--- config.mk ---
export PLATFORM = sky130hd
export DESIGN_NAME = dram_arbiter
export DESIGN_NICKNAME = d
export VERILOG_FILES = /design/src/rtl/dram_arbiter.sv
export SDC_FILE = /design/constraint.sdc
export NUM_CORES = 1
export LEC_CHECK = 0
export ABC_AREA = 1
export BUFFER_PORTS_ARGS = -buffer_cell sky130_fd_sc_hd__buf_2
export CAP_MARGIN = 0
export CORE_ASPECT_RATIO = 1.5
export CORE_MARGIN = 8
export CORE_UTILIZATION = 40
export CTS_CLUSTER_DIAMETER = 30
export DETAILED_ROUTE_END_ITERATION = 7
export GPL_ROUTABILITY_DRIVEN = 1
export PLACE_DENSITY = 0.71
export SLEW_MARGIN = 10
export SYNTH_ARGS = -nofsm -noshare
export SYNTH_HDL_FRONTEND = slang
export SYNTH_SLANG_ARGS = --single-unit
--- constraint.sdc ---
create_clock -name clk -period 2.7 [get_ports clk]
set_input_delay 0.405 -clock clk [delete_from_list [all_inputs] [get_ports clk]]
set_output_delay 0.405 -clock clk [all_outputs]
set_load 0.01 [all_outputs]
--- src/rtl/dram_arbiter.sv ---
// dram_arbiter: shares the single DRAM controller user port between two
// requesters (port 0 = loader/DMA, port 1 = processor data memory).
// Each port owns a one-entry pending slot; slots are issued round-robin,
// at most one read is in flight, and read data is steered to its issuer.
// Build option: define DRAM_ARB_FIXED_PRIO_EN to make port 0 always win a
// tie (port 1 may then starve, which is tolerable during loader-only phases).
module dram_arbiter #(
  parameter int AW = 32,
  parameter int DW = 32,
  parameter int BW = 4
) (
  input  logic          clk,
  input  logic          rst,
  input  logic          p0_oe,
  input  logic [AW-1:0] p0_addr,
  input  logic [DW-1:0] p0_wdata,
  input  logic [BW-1:0] p0_we,
  output logic          p0_ready,
  output logic [DW-1:0] p0_rdata,
  output logic          p0_valid,
  input  logic          p1_oe,
  input  logic [AW-1:0] p1_addr,
  input  logic [DW-1:0] p1_wdata,
  input  logic [BW-1:0] p1_we,
  output logic          p1_ready,
  output logic [DW-1:0] p1_rdata,
  output logic          p1_valid,
  output logic          dram_oe,
  output logic [AW-1:0] dram_addr,
  output logic [DW-1:0] dram_wdata,
  output logic [BW-1:0] dram_we,
  input  logic [DW-1:0] dram_rdata,
  input  logic          dram_valid,
  input  logic          dram_busy
);

  typedef enum logic [1:0] {
    ST_IDLE    = 2'd0,
    ST_GAP     = 2'd1,
    ST_WAIT_RD = 2'd2
  } state_t;

  state_t        state_reg;
  logic          owner_reg;
`ifndef DRAM_ARB_FIXED_PRIO_EN
  logic          last_reg;
`endif

  // Per-port request inputs gathered into arrays so the slots can be generated.
  logic [1:0]    req_oe;
  logic [AW-1:0] req_addr  [2];
  logic [DW-1:0] req_wdata [2];
  logic [BW-1:0] req_we    [2];

  // Pending slot contents, one entry per port.
  logic [1:0]    pend_vec;
  logic [AW-1:0] pend_addr  [2];
  logic [DW-1:0] pend_wdata [2];
  logic [BW-1:0] pend_we    [2];

  logic          issue_now;
  logic          grant;
  logic [1:0]    issue_clr;

  assign req_oe       = {p1_oe, p0_oe};
  assign req_addr[0]  = p0_addr;
  assign req_addr[1]  = p1_addr;
  assign req_wdata[0] = p0_wdata;
  assign req_wdata[1] = p1_wdata;
  assign req_we[0]    = p0_we;
  assign req_we[1]    = p1_we;

  // An issue only ever happens from IDLE with something pending and DRAM free.
  assign issue_now    = (state_reg == ST_IDLE) && (|pend_vec) && !dram_busy;
  assign issue_clr[0] = issue_now && !grant;
  assign issue_clr[1] = issue_now &&  grant;

  // Arbitration: a lone pending port wins; a tie goes to the non-last port
  // (or always to port 0 in the fixed-priority build).
  always_comb begin
    grant = 1'b0;
`ifdef DRAM_ARB_FIXED_PRIO_EN
    grant = !pend_vec[0];
`else
    if (pend_vec[0] && pend_vec[1]) begin
      grant = !last_reg;
    end else begin
      grant = pend_vec[1];
    end
`endif
  end

  generate
    for (genvar gi = 0; gi < 2; gi++) begin : g_pend
      logic          pend_reg;
      logic [AW-1:0] addr_reg;
      logic [DW-1:0] wdata_reg;
      logic [BW-1:0] we_reg;

      // Pending slot: load on an accepted strobe, clear when this port is issued.
      // Accept and issue cannot coincide on one port: accept needs an empty slot.
      always_ff @(posedge clk) begin
        if (rst) begin
          pend_reg  <= 1'b0;
          addr_reg  <= '0;
          wdata_reg <= '0;
          we_reg    <= '0;
        end else if (req_oe[gi] && !pend_reg) begin
          pend_reg  <= 1'b1;
          addr_reg  <= req_addr[gi];
          wdata_reg <= req_wdata[gi];
          we_reg    <= req_we[gi];
        end else if (issue_clr[gi]) begin
          pend_reg  <= 1'b0;
        end
      end

      assign pend_vec[gi]   = pend_reg;
      assign pend_addr[gi]  = addr_reg;
      assign pend_wdata[gi] = wdata_reg;
      assign pend_we[gi]    = we_reg;
    end
  endgenerate

  // Issue FSM with registered DRAM command outputs; GAP gives dram_busy one
  // cycle to reflect a write, WAIT_RD holds off everything until read data.
  always_ff @(posedge clk) begin
    if (rst) begin
      state_reg  <= ST_IDLE;
      owner_reg  <= 1'b0;
`ifndef DRAM_ARB_FIXED_PRIO_EN
      last_reg   <= 1'b1;
`endif
      dram_oe    <= 1'b0;
      dram_addr  <= '0;
      dram_wdata <= '0;
      dram_we    <= '0;
    end else begin
      dram_oe <= 1'b0;
      case (state_reg)
        ST_IDLE: begin
          if (issue_now) begin
            dram_oe    <= 1'b1;
            dram_addr  <= pend_addr[grant];
            dram_wdata <= pend_wdata[grant];
            dram_we    <= pend_we[grant];
            owner_reg  <= grant;
`ifndef DRAM_ARB_FIXED_PRIO_EN
            last_reg   <= grant;
`endif
            state_reg  <= (pend_we[grant] == '0) ? ST_WAIT_RD : ST_GAP;
          end
        end
        ST_GAP: begin
          state_reg <= ST_IDLE;
        end
        ST_WAIT_RD: begin
          if (dram_valid) begin
            state_reg <= ST_IDLE;
          end
        end
        default: begin
          state_reg <= ST_IDLE;
        end
      endcase
    end
  end

  assign p0_ready = !pend_vec[0];
  assign p1_ready = !pend_vec[1];

  // Read return is steered combinationally; stray dram_valid outside WAIT_RD is dropped.
  assign p0_valid = dram_valid && (state_reg == ST_WAIT_RD) && !owner_reg;
  assign p1_valid = dram_valid && (state_reg == ST_WAIT_RD) &&  owner_reg;
  assign p0_rdata = dram_rdata;
  assign p1_rdata = dram_rdata;

endmodule

==> flow_metrics.tcl <==
set metrics [dict create \
    synthTopCellsByCount "nand2_1, dfxtp_1, o21ai_0" \
    io_buffers 214 \
    crit_arrival_ns 2.27 \
    slew_headroom_pct 43.17 \
    core.rowCount 65 \
    critPathKind "register to register" \
    cts_buffers 37 \
    yosys.cell_count.top_type "nand2_1" \
    startpoint "g_pend[0].pend_reg$_SDFFE_PP0P_" \
    grt_most_used_layer "met2" \
    yosys-top-cells-area "dfxtp_1, o21ai_0, nand2_1, a21oi_1, nor2_1" \
    clockRootBuffer "clkbuf_16" \
    drcViolationCount 0 \
    dieArea_mm2 0.02617 \
    required_ns 3.12 \
    multi_input_area_mm2 0.003148 \
    setup_viol 0 \
    skew_ns 0.02009 \
    hpwl_mm 16.66 \
    die_h_um 194.2 \
    synth.largest_area_cell "dfxtp_1" \
    clock_sinks 211 \
    hp-class "primary input to register" \
    yosys.area.top_type_share_pct 49.90 \
    max_cap_viol_count 0 \
    met1_usage_pct 20.29 \
    synth_area_mm2 0.008464 \
    synth_warnings 0 \
    met3_usage_pct 4.772 \
    fillers 2090 \
    start_util_pct 40.50 \
    ir_worst_vdd_v 0.0004654 \
    grt_antenna_before_repair 5 \
    hold_viol_final 0 \
    place.gp.congestion 0.7889 \
    ant_nets 0 \
    grt_first_pass_wirelength_mm 40.16 \
    post-route-util_pct 50.70 \
    holdBufCountCts 0 \
    p_leak_nw 4.609 \
    tightestPinTransition_ns 0.8525 \
    io_pins 311 \
    crit_path_end_kind "register" \
    power.density_mw_per_mm2 888.0 \
    wirelength_mm 25.06 \
    grt_max_degree 72 \
    dr.pass1.iters 4 \
    grt_pass1_vias 7847 \
    wl_per_cell_um 16.00 \
    tns_ns 0 \
    avgSynthCellArea_um2 7.412 \
    drv_slew 0 \
    cts_buffer_depth 3 \
    seq_area_frac_synth_pct 49.90 \
    regArea_mm2 0.004224 \
    ys.flop_type "dfxtp_1" \
    fin_nets 1443 \
    die_x_um 134.8 \
    cp-start-kind "register" \
    final.min_clock_period_ns 1.846 \
    core_mm2 0.02090 \
    cts.clk_slew.worst_paths_ns 0.05 \
    grt_overflow 0 \
    cts_tree "built" \
    synthCells 1142 \
    syn-num-nets 1316 \
    grt_util_all_layers_pct 18.89 \
    cts_resized 0 \
    htreeDepth 2 \
    avgViaCountPerCell 4.889 \
    use_met2_pct 31.75 \
    grt_setup_unrepaired "false" \
    r2r_start "g_pend[0].pend_reg$_SDFFE_PP0P_" \
    dr.first_iter.drc_count 352 \
    reg2reg_depth 7 \
    finalCritPeriodShare_pct 68.37 \
    clkLatencyLatePin_ns 0.50 \
    r2r_end "dram_addr[6]$_SDFFE_PP0P_" \
    path_max_fanout 57 \
    final_layout_size_suffix_gt1_share_pct 23.53 \
    ys_types 17 \
    fmax_ghz 0.5417 \
    post_cts_buffers 0 \
    crit_path_end "dram_addr[6]$_SDFFE_PP0P_" \
    min-delay-start "p0_addr[20]" \
    vias 7656 \
    synth_seq_cells 211 \
    syn_to_final_growth_pct 25.19 \
    async_reset_ff_share_pct 0 \
    r2r_slack_ns 0.85 \
    outcome "complete, no violations" \
    synth_edf_count 0 \
]
## kinds of logic after synthesis
kind of cell           count (synthesis)  synth area share, %
flip-flops                           211                49.90
AO/OA/AOI/OAI                        337                20.01
buffers and inverters                218                13.20
AND/OR/NAND/NOR                      376                16.88
## critical path, cell delays in order, from the launching register on
cell	delay, ns
dfxtp_1	0.35
nand2_1	0.16
nand2_4	0.51
buf_4	0.36
nand2_1	0.08
o21ai_0	0.08
nand2_1	0.07
a21oi_1	0.14
## report_power, final
group	switching [mW]	internal (mW)
Combinational	0.599	0.332
Clock	1.60	3.44
Sequential	0.0938	3.35
## stage by stage
stage	power, mW	cells	hold slack [ns]	area (um2)	worst slack [ns]
after global routing	9.830	1565	0.1525	10590	0.6035
after global placement	4.421	1498	0.4327	9226	0.8416
final	9.410	1566	0.1503	10600	0.8540
after CTS	9.524	1564	0.1273	10590	0.8398
after floorplan	4.183	1142	0.4245	8464	1.340
after detailed placement	4.442	1498	0.4373	9226	0.8465
## routing by layer
layer / part of all wire, % / vias to the layer above
met4: 5.9 / 6
met3: 6.7 / 112
met1: 39 / 3457
met2: 48 / 226
met5: 0.14 / -
li1: - / 3855
## how the worst min path moves through the flow
stage,endpoint,slack (ns),cells after the start
2_1_floorplan,g_pend[1].addr_reg[0]$_SDFFE_PP0P_,0.42,2
3_3_place_gp,g_pend[1].wdata_reg[0]$_SDFFE_PP0P_,0.43,2
3_5_place_dp,g_pend[1].wdata_reg[23]$_SDFFE_PP0P_,0.44,2
4_1_cts,g_pend[0].addr_reg[20]$_SDFFE_PP0P_,0.13,3
5_1_grt,g_pend[0].addr_reg[21]$_SDFFE_PP0P_,0.15,3
6_report,g_pend[0].addr_reg[20]$_SDFFE_PP0P_,0.15,3
## cells in the final DEF (no fill, tap or decap), types with 2 or more instances in the layout
master      synthesis  final
clkinvlp_4          0      5
inv_2               4      4
nand2_4             0      2
nand2_1           217    214
inv_1              71     70
nor2_1            150    150
o21ai_0           201    201
buf_4              71     14
diode_2             0      2
bufinv_16           0      8
clkinv_4            0      3
clkbuf_16           0     38
dfxtp_1           211    211
a21oi_1           134    134
inv_6               0      2
clkbuf_8            0      3
buf_12              0      3
clkinv_2            0      5
nand3_1             7      7
buf_2              19    214
## final cells by class
type	count	share of cell area [%]
Sequential cell	211	39.86
Multi-Input combinational cell	713	29.71
Timing Repair Buffer	231	11.67
Clock buffer	42	9.399
Clock inverter	24	3.483
Tap cell	268	3.164
Inverter	75	2.669
Antenna cell	2	0.04723
No activity file was read; power rests on OpenSTA's default activity.
